**src/rtl/mcp300x_scan_sampler.sv**
```systemverilog
// Multi-channel SPI scan sampler for MCP3004/3008-class ADCs.
// Round-robins enabled channels, oversamples each one and emits averaged
// results through a one-deep valid/ready output register.
module mcp300x_scan_sampler #(
  parameter int unsigned CLK_DIV    = 38,
  parameter int unsigned NUM_CH     = 8,
  parameter int unsigned ADC_BITS   = 10,
  parameter int unsigned AVG_LOG2   = 0,
  parameter int unsigned CS_HIGH_HP = 2
) (
  input  logic                                            clk,
  input  logic                                            rst_n,
  input  logic                                            enable,
  input  logic [NUM_CH-1:0]                               ch_mask,
  input  logic [NUM_CH-1:0]                               diff_mask,
  output logic                                            ad_clk,
  output logic                                            cs,
  output logic                                            din,
  input  logic                                            dout,
  output logic                                            out_valid,
  input  logic                                            out_ready,
  output logic [((NUM_CH > 1) ? $clog2(NUM_CH) : 1)-1:0] out_ch,
  output logic [ADC_BITS-1:0]                             out_data,
  output logic                                            busy,
  output logic                                            overrun,
  output logic                                            null_err
);

  localparam int unsigned CH_W     = (NUM_CH > 1) ? $clog2(NUM_CH) : 1;
  localparam int unsigned DIV_W    = $clog2(CLK_DIV);
  localparam int unsigned FRAME_P  = 7 + ADC_BITS;
  localparam int unsigned PER_W    = $clog2(FRAME_P + 1);
  localparam int unsigned HOLD_W   = (CS_HIGH_HP > 1) ? $clog2(CS_HIGH_HP) : 1;
  localparam int unsigned AVG_W    = (AVG_LOG2 > 0) ? AVG_LOG2 : 1;
  localparam int unsigned ACC_W    = ADC_BITS + AVG_LOG2;
  localparam int unsigned AVG_LAST = (1 << AVG_LOG2) - 1;

  typedef enum logic [1:0] {IDLE, CS_SETUP, SHIFT, CS_HOLD} state_t;

  state_t              state, state_d;
  logic [DIV_W-1:0]    div_cnt, div_d;
  logic                hi_phase, hi_d;
  logic [PER_W-1:0]    period, per_d;
  logic [HOLD_W-1:0]   hold_cnt, hold_d;
  logic [CH_W-1:0]     cur_ch, ch_d, ptr, ptr_d, pick, ch_sel;
  logic                sgl, sgl_d;
  logic [AVG_W-1:0]    avg_cnt, avg_d;
  logic [ACC_W-1:0]    acc, acc_d, sum;
  logic [ADC_BITS-1:0] shreg, shreg_d, result;
  logic                done, done_d;
  logic                dout_s1, dout_s2;
  logic                cs_d, adc_d, din_d, busy_d, ov_d, ovr_d, nerr_d;
  logic [CH_W-1:0]     och_d;
  logic [ADC_BITS-1:0] odat_d;
  logic                half_end, emit, found;
  int                  idx;

  assign half_end = (div_cnt == DIV_W'(CLK_DIV - 1));
  assign result   = sum[ACC_W-1:AVG_LOG2];

  // Command bit driven on din during a given SHIFT period
  function automatic logic cmd_bit(input logic [PER_W-1:0] p, input logic s,
                                   input logic [2:0] c);
    case (p)
      PER_W'(1): cmd_bit = 1'b1;
      PER_W'(2): cmd_bit = s;
      PER_W'(3): cmd_bit = c[2];
      PER_W'(4): cmd_bit = c[1];
      PER_W'(5): cmd_bit = c[0];
      default:   cmd_bit = 1'b0;
    endcase
  endfunction

  // Frame state register
  always_ff @(posedge clk or negedge rst_n) begin
    if (!rst_n) state <= IDLE;
    else        state <= state_d;
  end

  // Datapath, synchroniser and output registers
  always_ff @(posedge clk or negedge rst_n) begin
    if (!rst_n) begin
      div_cnt <= '0;  hi_phase <= 1'b0; period <= '0;   hold_cnt <= '0;
      cur_ch  <= '0;  ptr      <= '0;   sgl    <= 1'b0; avg_cnt  <= '0;
      acc     <= '0;  shreg    <= '0;   done   <= 1'b0;
      dout_s1 <= 1'b0; dout_s2 <= 1'b0;
      cs <= 1'b1; ad_clk <= 1'b0; din <= 1'b0; busy <= 1'b0;
      out_valid <= 1'b0; out_ch <= '0; out_data <= '0;
      overrun <= 1'b0; null_err <= 1'b0;
    end else begin
      div_cnt <= div_d;  hi_phase <= hi_d;  period <= per_d;  hold_cnt <= hold_d;
      cur_ch  <= ch_d;   ptr      <= ptr_d; sgl    <= sgl_d;  avg_cnt  <= avg_d;
      acc     <= acc_d;  shreg    <= shreg_d; done <= done_d;
      dout_s1 <= dout;   dout_s2  <= dout_s1;
      cs <= cs_d; ad_clk <= adc_d; din <= din_d; busy <= busy_d;
      out_valid <= ov_d; out_ch <= och_d; out_data <= odat_d;
      overrun <= ovr_d; null_err <= nerr_d;
    end
  end

  // Next-state, channel selection, averaging and output handshake
  always_comb begin
    state_d = state;
    div_d   = half_end ? '0 : div_cnt + DIV_W'(1);
    hi_d    = hi_phase; per_d = period; hold_d = hold_cnt;
    ch_d    = cur_ch;   ptr_d = ptr;    sgl_d  = sgl;
    avg_d   = avg_cnt;  acc_d = acc;    shreg_d = shreg; done_d = 1'b0;
    cs_d    = cs; adc_d = ad_clk; din_d = din; busy_d = busy;
    ov_d    = out_valid; och_d = out_ch; odat_d = out_data;
    ovr_d   = overrun;   nerr_d = null_err;
    sum     = acc + ACC_W'(shreg);
    emit    = 1'b0;

    // Next enabled channel at or above the pointer, wrapping around
    pick  = ptr;
    found = 1'b0;
    idx   = 0;
    for (int i = 0; i < int'(NUM_CH); i++) begin
      idx = int'(ptr) + i;
      if (idx >= int'(NUM_CH)) idx = idx - int'(NUM_CH);
      if (!found && ch_mask[CH_W'(idx)]) begin
        found = 1'b1;
        pick  = CH_W'(idx);
      end
    end
    // An averaging group in progress stays on its channel
    ch_sel = (avg_cnt != '0) ? cur_ch : pick;

    case (state)
      IDLE: begin
        div_d = '0;
        if (enable && (ch_mask != '0)) begin
          state_d = CS_SETUP;
          ch_d    = ch_sel;
          sgl_d   = ~diff_mask[ch_sel];
          cs_d    = 1'b0;
          busy_d  = 1'b1;
          adc_d   = 1'b0;
          din_d   = 1'b0;
        end else begin
          acc_d = '0;
          avg_d = '0;
        end
      end
      CS_SETUP: begin
        if (half_end) begin
          state_d = SHIFT;
          per_d   = PER_W'(1);
          hi_d    = 1'b0;
          din_d   = cmd_bit(PER_W'(1), sgl, 3'(cur_ch));
        end
      end
      SHIFT: begin
        if (half_end) begin
          if (!hi_phase) begin
            hi_d  = 1'b1;
            adc_d = 1'b1;
          end else begin
            if (period == PER_W'(7) && dout_s2) nerr_d = 1'b1;
            if (period >= PER_W'(8)) shreg_d = {shreg[ADC_BITS-2:0], dout_s2};
            adc_d = 1'b0;
            if (period == PER_W'(FRAME_P)) begin
              state_d = CS_HOLD;
              cs_d    = 1'b1;
              busy_d  = 1'b0;
              hold_d  = '0;
              done_d  = 1'b1;
            end else begin
              per_d = period + PER_W'(1);
              hi_d  = 1'b0;
              din_d = cmd_bit(period + PER_W'(1), sgl, 3'(cur_ch));
            end
          end
        end
      end
      CS_HOLD: begin
        if (half_end) begin
          if (hold_cnt == HOLD_W'(CS_HIGH_HP - 1)) state_d = IDLE;
          else                                    hold_d  = hold_cnt + HOLD_W'(1);
        end
      end
      default: state_d = IDLE;
    endcase

    // Fold the finished conversion into the averaging group
    if (done) begin
      if (avg_cnt == AVG_W'(AVG_LAST)) begin
        emit  = 1'b1;
        acc_d = '0;
        avg_d = '0;
        ptr_d = (cur_ch == CH_W'(NUM_CH - 1)) ? '0 : cur_ch + CH_W'(1);
      end else begin
        acc_d = sum;
        avg_d = avg_cnt + AVG_W'(1);
      end
    end

    // One-deep output register: a held, unaccepted result wins over a new one
    if (out_valid && out_ready) ov_d = 1'b0;
    if (emit) begin
      if (!out_valid || out_ready) begin
        ov_d   = 1'b1;
        och_d  = cur_ch;
        odat_d = result;
      end else begin
        ovr_d = 1'b1;
      end
    end
  end

endmodule

```
**config.mk**
```make
export PLATFORM = sky130hd
export DESIGN_NAME = mcp300x_scan_sampler
export DESIGN_NICKNAME = d
export VERILOG_FILES = /design/src/rtl/mcp300x_scan_sampler.sv
export SDC_FILE = /design/constraint.sdc
export NUM_CORES = 1
export LEC_CHECK = 0
export CAP_MARGIN = 0
export CORE_ASPECT_RATIO = 1.75
export CORE_MARGIN = 5
export CORE_UTILIZATION = 59
export CTS_BUF_LIST = sky130_fd_sc_hd__clkbuf_8
export DETAILED_ROUTE_END_ITERATION = 8
export PLACE_DENSITY = 0.82
export SYNTH_ARGS = -nofsm -noshare
export SYNTH_HDL_FRONTEND = slang
export SYNTH_SLANG_ARGS = --single-unit
```
**constraint.sdc**
```tcl
create_clock -name clk -period 4.8 [get_ports clk]
set_clock_uncertainty 0.05 [all_clocks]
set_input_delay 1.44 -clock clk [delete_from_list [all_inputs] [get_ports clk]]
set_output_delay 1.44 -clock clk [all_outputs]
set_load 0.03 [all_outputs]
```
==> results of run 1 <==
logic make-up after synthesis:
logic type               Yosys count  share of synthesized area, %
AO/OA/AOI/OAI                     84                          16.4
XOR/XNOR                          11                          2.52
adder cells (fa/ha/maj)           15                          4.91
buffers and inverters             33                          4.45
flip-flops                        55                          36.0
multiplexers                      65                          22.1
AND/OR/NAND/NOR                  110                          13.7
flip-flops by register name, summed over array words and instances (netlist names), 2 cells and up:
register  count
period        5
ptr           3
cur_ch        3
out_ch        3
out_data     10
shreg        10
state         2
div_cnt       6
worst register-to-register path, cell delays in order (launching register included):
cell and delay, ps:
dfrtp_1 730, ha_1 560, mux4_2 560, nor2_1 200, o21ba_2 250, o211a_1 210
nor4b_1 490, a31oi_4 90, a211oi_1 200, a211oi_1 80, o31ai_1 200
layer usage:
metal / global-route usage (%) / up-vias / share of wire (%)
met3: 4.31 / 38 / 3.0
met1: 22.2 / 1458 / 35
met5: 0 / - / 0
li1: - / 1433 / -
met2: 42.3 / 76 / 56
met4: 15.8 / 0 / 6.3
cell usage in the layout (no fill, tap or decap), types with 4 or more instances in the layout:
cell type         n
mux2i_1          21
nor2b_1           5
clkdlybuf4s50_1  39
a22o_1            7
o21ai_0          17
nor2_1           25
dfrtp_1          54
xnor2_1           6
ha_1             15
nor3_1            5
inv_1            10
nand2b_1          4
a21oi_1          10
nand2_1          37
xor2_1            5
nand3_1          16
buf_4             7
a22oi_1           5
mux2_2           31
clkbuf_8          6
and2_1            4
o22ai_1           4
mux4_2            8
power by group through the flow:
stage	clock, mW	combinational, mW	sequential, mW
final	0.275	0.356	0.558
after global routing	0.310	0.394	0.567
after CTS	0.288	0.355	0.559
after detailed placement	0	0.354	0.568
after global placement	0	0.342	0.565
after floorplan	0	0.230	0.575
through the flow:
step / setup slack, ps / util (%) / total power [mW] / instances
CTS: 680 / 69.3 / 1.20 / 487
global route: 492 / 69.3 / 1.27 / 487
floorplan: 1000 / - / 0.805 / 373
global placement: 458 / 67.7 / 0.907 / 479
finish: 610 / 69.3 / 1.19 / 487
detailed placement: 341 / 67.7 / 0.922 / 479
cell type report:
type / instances / area share (%)
multi-input combinational: 285 / 52.4
sequential: 55 / 31.7
timing repair buffer: 47 / 10.3
tap: 80 / 2.30
clock buffer: 6 / 1.90
inverter: 12 / 1.04
clock inverter: 2 / 0.403
worst max path at each step:
| stage | start | end | slack, ps | cells past startpoint |
|---|---|---|---|---|
| 2_1_floorplan | ch_mask[4] | sgl$_DFFE_PN0P_ | 1000 | 11 |
| 3_3_place_gp | ch_mask[4] | sgl$_DFFE_PN0P_ | 460 | 10 |
| 3_5_place_dp | ch_mask[4] | sgl$_DFFE_PN0P_ | 340 | 10 |
| 4_1_cts | ch_mask[4] | sgl$_DFFE_PN0P_ | 680 | 10 |
| 5_1_grt | ch_mask[4] | sgl$_DFFE_PN0P_ | 490 | 10 |
| 6_report | ch_mask[7] | sgl$_DFFE_PN0P_ | 610 | 10 |
==> impl_metrics.tcl, run 1 <==
set metrics [dict create \
    drtIter0Drc 166 \
    reg2reg_from "ptr[1]$_DFFE_PN0P_" \
    internal_power_mw 0.785 \
    start_util_pct 60.9 \
    ys_types 69 \
    holdBufCountCts 0 \
    fin_crit_sh_pct 87.3 \
    htree_levels 2 \
    r2r_end "sgl$_DFFE_PN0P_" \
    synth_common_cells "dfrtp_1 (54), nand2_1 (37), mux2_2 (31)" \
    min-delay-start "dout_s1$_DFF_PN0_" \
    io_pins 41 \
    slew_violations 0 \
    p_leak_nw 1.85 \
    fp.dieH_um 116 \
    r2r_slack_ps 1080 \
    yosysSeqAreaShare_pct 36.0 \
    whs_ps 312 \
    insertion_delay_ps 320 \
    critPathLaunchType "input port" \
    multi_input_area_um2 2280 \
    finalSetupViolCount 0 \
    crit_path_max_incr_delay_ps 580 \
    syn_area_per_cell_um2 10.3 \
    vias_per_cell 6.17 \
    async_flop_share_pct 100 \
    ff2ff_path_depth 10 \
    final-seq-area_um2 1380 \
    p_switching_mw 0.403 \
    timing.slew.headroom_pct 47.7 \
    numCtsBuffers 5 \
    rsz0062_at_grt "false" \
    cp_slowest_cell "clkdlybuf4s50_1" \
    num-nets-final 442 \
    crit_path_end_kind "register" \
    drt.antenna.violating_nets 0 \
    synth_most_common_cell "dfrtp_1" \
    power.density_nw_per_um2 273 \
    grt_usage_pct 22.7 \
    cts_resized 0 \
    synth_edf_count 0 \
    synth_top_flop_cell "dfrtp_1" \
    core_um2 6280 \
    whs_endpoint "dout_s2$_DFF_PN0_" \
    cpLargestDelayFamily "compound AO/OA/AOI/OAI gates" \
    power_frac_seq_pct 47.0 \
    gr-total-overflow 0 \
    place.detailed.hpwl_um 6700 \
    synth-seq-cells 55 \
    fin_setup_tns_ps 0 \
    cts-root-buf "clkbuf_8" \
    critPathArrivalTime_ps 4360 \
    pwr-share-comb_pct 29.9 \
    crit_required_ps 4970 \
    first_global_vias 3153 \
    grt_first_pass_wirelength_um 14700 \
    vdd_drop_max_v 0.000328 \
    syn_nets 409 \
    drc 0 \
    max-clock-path-buffers 2 \
    p_sw_share_pct 33.9 \
    crit_type "input port to register" \
    worst-slew-pin-transition_ps 782 \
    synth_warnings 0 \
    crit_fanout 10 \
    synth_top_area_cell "dfrtp_1" \
    vias 3005 \
    gp_congestion 0.923 \
    drive_gt1_share_pct 17.2 \
    antenna_cells 0 \
    fmax_mhz 239 \
    die_x_um 70.9 \
    syn-cell-area_um2 3820 \
    synth_area_leaders "dfrtp_1 (35%), mux2_2 (9.1%), mux2i_1 (5.5%)" \
    placed_area_um2 4250 \
    clockPowerShare_pct 23.1 \
    cts.reportedPaths.clkPinSlew_ps 90 \
    portBuffers 40 \
    cap_violations 0 \
    holdPathStages 0 \
    path_buf_inv 1 \
    antenna_found_initial 0 \
    grt_start_max_net_pins 31 \
    cpMostUsedCell "a211oi_1" \
    post_cts_buffers 0 \
    firstDrtPassIters 4 \
    rows 38 \
    min_path_type "register to register" \
    cts_tree "done" \
    area_delta_synth_final_pct 13.7 \
    status "complete, no violations" \
    design_area_um2 4350 \
    crit_chain "clkdlybuf4s50_1 > mux4_2 > nand2b_1 > o21ba_2 > o211a_1 > nor4b_1 > a31oi_4 > a211oi_1 > a211oi_1 > o31ai_1" \
    fillerInstances 488 \
    min_period_ps 4190 \
    hold_viol 0 \
    synthCells 373 \
    die_area_um2 8250 \
    cts.sink_count 55 \
    drt-total-wl_um 8650 \
    wl_per_cell_um 17.8 \
    netlist.area_leader.share_pct 35.3 \
]
Power figures use the tool's default switching activity.
==> inputs of run 2 (changes only) <==
--- a/config.mk
+++ b/config.mk
@@ -5,11 +5,13 @@
 export SDC_FILE = /design/constraint.sdc
 export NUM_CORES = 1
 export LEC_CHECK = 0
+export ABC_AREA = 1
 export CAP_MARGIN = 0
 export CORE_ASPECT_RATIO = 1.75
 export CORE_MARGIN = 5
-export CORE_UTILIZATION = 59
+export CORE_UTILIZATION = 58
 export CTS_BUF_LIST = sky130_fd_sc_hd__clkbuf_8
+export CTS_CLUSTER_SIZE = 24
 export DETAILED_ROUTE_END_ITERATION = 8
 export PLACE_DENSITY = 0.82
 export SYNTH_ARGS = -nofsm -noshare
==> run 2 against run 1 <==
Compared with the run above: routed wire length down 11%; highest routed layer unchanged; global-route usage decreased by 0.33 points; synthesized cell count increased by 19%; non-clock buffer count down 6; cell count up 15%; count of clock-buffer cells in the layout down 1; sequential power up 2%; clock power down 7.6%; worst setup slack gained 690 ps; area after synthesis fell by 11%.
==> impl_metrics.tcl, run 2 <==
set metrics [dict create \
    first_global_vias 2964 \
    synth_top_flop_cell "dfrtp_1" \
    wl_per_cell_um 13.8 \
    synth-xor-area-share_pct 2.80 \
    critPathArrivalTime_ps 3670 \
    grt_first_pass_wirelength_um 13100 \
    p_leak_nw 1.90 \
    start_util_pct 58.7 \
    synth_top_area_cell "dfrtp_1" \
    grt_usage_pct 22.4 \
    cts-root-buf "clkbuf_8" \
    fp.dieH_um 111 \
    synth_most_common_cell "nand2_1" \
    syn_nets 479 \
    max-clock-path-buffers 2 \
    drt.antenna.violating_nets 0 \
    cap_violations 0 \
    finalSetupViolCount 0 \
    vias_per_cell 5.31 \
    rsz0062_at_grt "false" \
    cts_resized 0 \
    min_period_ps 3500 \
    place.detailed.hpwl_um 6030 \
    synth_fa_ha_area_share_pct 5.52 \
    post_cts_buffers 0 \
    final_cell_mix "nand2_1 (138), dfrtp_1 (54), inv_1 (52)" \
    io_pins 41 \
    layout_setup_ws_ps 1300 \
    synth_warnings 0 \
    cts.sink_count 55 \
    antenna_found_initial 0 \
    area_delta_synth_final_pct 15.6 \
    fin_crit_sh_pct 73.0 \
    synth_compound_area_share_pct 9.57 \
    pre_cts_slack_ps 1030 \
    fin_cells 560 \
    netlist.area_leader.share_pct 39.8 \
    ys_types 43 \
    fillerInstances 487 \
    critPathLaunchType "input port" \
    synth.area.mux_share_pct 0.994 \
    yosysSeqAreaShare_pct 40.5 \
    power.total_mw 1.22 \
    drtIter0Drc 152 \
    drc 0 \
    grt_start_max_net_pins 34 \
    cts.reportedPaths.clkPinSlew_ps 100 \
    slew_violations 0 \
    p_switching_mw 0.450 \
    rows 37 \
    status "complete, no violations" \
    synth_simple_gate_area_share_pct 32.7 \
    insertion_delay_ps 310 \
    core_um2 5790 \
    gp_congestion 0.882 \
    antenna_cells 0 \
    dp.cells 552 \
    clockPowerShare_pct 20.8 \
    synth_area_leaders "dfrtp_1 (40%), nand2_1 (15%), nand3_1 (6.2%)" \
    reg_top3 "out_data x10, shreg x10, div_cnt x6" \
    crit_type "input port to register" \
    min_path_type "register to register" \
    vias 2974 \
    final_common_cell "nand2_1" \
    fmax_mhz 286 \
    synth_common_cells "nand2_1 (138), dfrtp_1 (54), inv_1 (51)" \
    gr-total-overflow 0 \
    die_x_um 67.9 \
    synth-seq-cells 55 \
    synth_edf_count 0 \
    portBuffers 40 \
    holdBufCountCts 0 \
    numCtsBuffers 5 \
    syn_area_per_cell_um2 7.67 \
    synthCells 443 \
    worst-slew-pin-transition_ps 673 \
    power.density_nw_per_um2 311 \
    crit_fanout 5 \
    crit_path_end_kind "register" \
    power_frac_seq_pct 46.6 \
    firstDrtPassIters 4 \
    drive_gt1_share_pct 9.13 \
    whs_ps 310 \
    vdd_drop_max_v 0.000293 \
    hold_viol 0 \
    die_area_um2 7550 \
    syn-cell-area_um2 3400 \
    crit_required_ps 4960 \
    cts_tree "done" \
    async_flop_share_pct 100 \
    synth_top_family_by_area "simple AND/OR/NAND/NOR gates" \
    internal_power_mw 0.772 \
    pwr-share-comb_pct 32.6 \
    p_sw_share_pct 36.8 \
    timing.slew.headroom_pct 54.6 \
    htree_levels 2 \
    fin_setup_tns_ps 0 \
    num-nets-final 517 \
    drt-total-wl_um 7730 \
]
## run 2: cell types whose count changed after synthesis, moves of 6 or more
cell	before	now
nand2_1	37	138
inv_1	10	51
mux2_2	31	3
nand3_1	16	42
mux2i_1	21	0
o21ai_0	17	37
a21oi_1	10	1
mux4_2	8	0
a22o_1	7	1
nand3_2	0	6
## run 2: critical path, cell delays in order
cell             delay, ps
clkdlybuf4s50_1        500
nand2_1                 90
nand3_1                150
nand2_1                 60
o21ai_0                540
nand4_2                310
nand2_4                170
nand2_1                 60
nand2_1                 70
nand2_1                 50
nand3_1                 80
nand2_1                 50
nand2_1                 50
nand2_1                 50
## run 2: area by class of cell
cell class	count	area [um2]	share of cell area [%]
multi-input combinational	322	1750	44.6
sequential	55	1380	35.1
timing repair buffer	41	403	10.3
inverter	56	210	5.35
tap	78	97.6	2.48
clock buffer	5	68.8	1.75
clock inverter	3	20.0	0.509
## run 2: per-stage QoR
stage	utilization, %	instance area [um2]
floorplan	-	3400
global placement	66.4	3840
global route	67.9	3930
detailed placement	66.4	3840
finish	67.9	3930
CTS	67.9	3930
## run 2: power by group through the flow
| stage | combinational (mW) | sequential (mW) | clock, mW |
|---|---|---|---|
| floorplan | 0.243 | 0.596 | 0 |
| global placement | 0.383 | 0.576 | 0 |
| detailed placement | 0.396 | 0.579 | 0 |
| CTS | 0.401 | 0.570 | 0.264 |
| global route | 0.455 | 0.578 | 0.282 |
| finish | 0.398 | 0.570 | 0.254 |
## run 2: logic make-up after synthesis
logic type | count (synthesis)
xor gates and xnor gates | 10
AOI/OAI and AO/OA | 55
and+or+nand+nor | 239
buffers and inverters | 66
adders and majority gates | 15
DFF | 55
muxes | 3
## run 2: path summary, 6_finish.rpt
check | start | to | slack [ps] | depth (start not counted)
worst min-delay path | dout_s1$_DFF_PN0_ | dout_s2$_DFF_PN0_ | 310 | 0
min in group asynchronous | rst_n | div_cnt[4]$_DFF_PN0_ | 1050 | 1
max in group asynchronous | rst_n | null_err$_DFFE_PN0P_ | 2850 | 2
worst max register to register | ptr[0]$_DFFE_PN0P_ | sgl$_DFFE_PN0P_ | 1390 | 15
worst max-delay path | ch_mask[2] | sgl$_DFFE_PN0P_ | 1300 | 14
worst min register to register | dout_s1$_DFF_PN0_ | dout_s2$_DFF_PN0_ | 310 | 0
## run 2: layer usage
metal  routed length (um)  global-route usage, %  up-vias
met2                 4290                   41.2       55
met5                    0                      0        -
met1                 2930                   23.0     1396
li1                     -                      -     1495
met3                  165                   3.45       28
met4                  336                   11.4        0
==> inputs of run 3 (changes only) <==
==> constraint.sdc (replaced) <==
create_clock -name clk -period 3.35 [get_ports clk]
set_clock_uncertainty 0.05 [all_clocks]
set_input_delay 1.005 -clock clk [delete_from_list [all_inputs] [get_ports clk]]
set_output_delay 1.005 -clock clk [all_outputs]
set_load 0.03 [all_outputs]
==> run 3 against run 2 <==
Compared with the run above: first-iteration DRC count fell by 0.66%; sequential share of layout area fell by 0.59 points; count of clock-buffer cells in the layout up 1; worst setup slack worse by 980 ps; sequential power grew 43%; sequential cell count did not move; cell count grew 1.1%; global-route usage decreased by 1.0 points; cell area is 1.7% higher; combinational power is 43% higher; critical endpoint unchanged; largest power group unchanged.
==> impl_metrics.tcl, run 3 (synthesis results as in run 2) <==
set metrics [dict create \
    die_area_um2 7550 \
    grt_first_pass_wirelength_um 12700 \
    ff2ff_path_depth 22 \
    gp_congestion 0.868 \
    crit_fanout 7 \
    final_common_cell "nand2_1" \
    pre_cts_slack_ps 40.4 \
    design_area_um2 4000 \
    fillerInstances 491 \
    min_period_ps 3030 \
    slew_violations 0 \
    holdBufCountCts 0 \
    crit_required_ps 3510 \
    num-nets-final 523 \
    drive_gt1_share_pct 10.5 \
    core_um2 5790 \
    rsz0062_at_grt "false" \
    whs_ps 307 \
    portBuffers 40 \
    finalSetupViolCount 0 \
    cap_violations 0 \
    vias 3002 \
    placed_area_um2 3900 \
    post_cts_buffers 0 \
    grt_usage_pct 21.4 \
    fmax_mhz 330 \
    layout_setup_ws_ps 318 \
    place.detailed.hpwl_um 6030 \
    insertion_delay_ps 310 \
    status "complete, no violations" \
    io_pins 41 \
    holdPathStages 0 \
    reg_top3 "out_data x10, shreg x10, div_cnt x6" \
    fin_setup_tns_ps 0 \
    worst-slew-pin-transition_ps 608 \
    startpoint "ch_mask[7]" \
    drt.antenna.violating_nets 0 \
    fin_cells 566 \
    fp.dieH_um 111 \
    reg2reg_from "ptr[1]$_DFFE_PN0P_" \
    met1_usage_pct 21.9 \
    dp.cells 558 \
    rows 37 \
    antenna_found_initial 0 \
    hold_viol 0 \
    firstDrtPassIters 4 \
    grt_use_met2_pct 40.7 \
    first_global_vias 2990 \
    vdd_drop_max_v 0.000390 \
    r2r_slack_ps 400 \
    antenna_cells 0 \
    critPathArrivalTime_ps 3190 \
    cts.reportedPaths.clkPinSlew_ps 100 \
    grt_start_max_net_pins 34 \
    cts_resized 0 \
    cts_tree "done" \
    r2r_end "sgl$_DFFE_PN0P_" \
    drt-total-wl_um 7490 \
    wl_per_cell_um 13.2 \
    min-delay-start "dout_s1$_DFF_PN0_" \
    final_cell_mix "nand2_1 (138), dfrtp_1 (54), inv_1 (51)" \
    vias_per_cell 5.30 \
    max-clock-path-buffers 2 \
    min_path_type "register to register" \
    numCtsBuffers 5 \
    start_util_pct 58.7 \
    p_leak_nw 1.94 \
    die_x_um 67.9 \
    drtIter0Drc 151 \
    cts-root-buf "clkbuf_8" \
    fin_crit_sh_pct 90.5 \
    gr-total-overflow 0 \
    whs_endpoint "dout_s2$_DFF_PN0_" \
    timing.slew.headroom_pct 59.4 \
    crit_path_end_kind "register" \
    htree_levels 2 \
    busiest_layer "met2" \
    cts.sink_count 55 \
    crit_type "input port to register" \
    drc 0 \
    critPathLaunchType "input port" \
    area_delta_synth_final_pct 17.6 \
    use_met3_pct 2.64 \
    power.density_nw_per_um2 443 \
]
run 3: changes by cell type in the layout (fill, tap and decap cells not counted), sizes merged:
cell / change
buf: +6
inv: -2
clkinv: +1
clkbuf: +1
run 3: stage by stage:
step	power [mW]	utilization [%]
6_report	1.77	69.1
5_1_grt	1.89	69.1
4_1_cts	1.79	69.1
3_5_place_dp	1.40	67.4
3_3_place_gp	1.38	67.4
2_1_floorplan	1.20	-
run 3: final cells by class:
type / count / area [um2] / share of cell area, %
inverters: 56 / 210 / 5.26
well taps: 78 / 97.6 / 2.44
clock inverters: 2 / 16.3 / 0.407
repair buffers: 47 / 460 / 11.5
flip-flops and latches: 55 / 1380 / 34.5
multi-input cells: 322 / 1750 / 43.8
clock buffers: 6 / 82.6 / 2.07
run 3: report_power, final:
group	switching (mW)	internal (mW)	leakage, nW	total, mW
Clock	0.216	0.169	0.0474	0.385
Combinational	0.355	0.214	1.14	0.568
Sequential	0.0692	0.748	0.745	0.817
run 3: worst max path at each step:
stage | cells after the start | to | slack [ps]
3_5_place_dp | 21 | sgl$_DFFE_PN0P_ | 40
3_3_place_gp | 21 | sgl$_DFFE_PN0P_ | 80
5_1_grt | 21 | sgl$_DFFE_PN0P_ | 130
6_report | 21 | sgl$_DFFE_PN0P_ | 320
2_1_floorplan | 21 | sgl$_DFFE_PN0P_ | 740
4_1_cts | 21 | sgl$_DFFE_PN0P_ | 380
run 3: per-layer routing:
layer / share of wire [%] / up-vias / wire length (um)
met5: 0 / - / 0
li1: - / 1511 / -
met2: 58 / 54 / 4340
met1: 37 / 1416 / 2760
met3: 2.1 / 21 / 155
met4: 3.1 / 0 / 234
run 3: critical path: stages:
cell,delay (ps)
clkdlybuf4s50_1,450
nand2_1,110
nand3_1,90
nand2_1,160
nand2_1,80
nand2_2,150
nand3_2,110
nor2_4,120
nand3_1,120
nand2_1,100
nand2_1,100
nand2_4,110
nand2_4,70
nand2_1,60
nand2_1,50
nand2_1,60
nand2_1,40
nand2_1,50
nand2_1,40
nand2_1,50
nand2_1,40
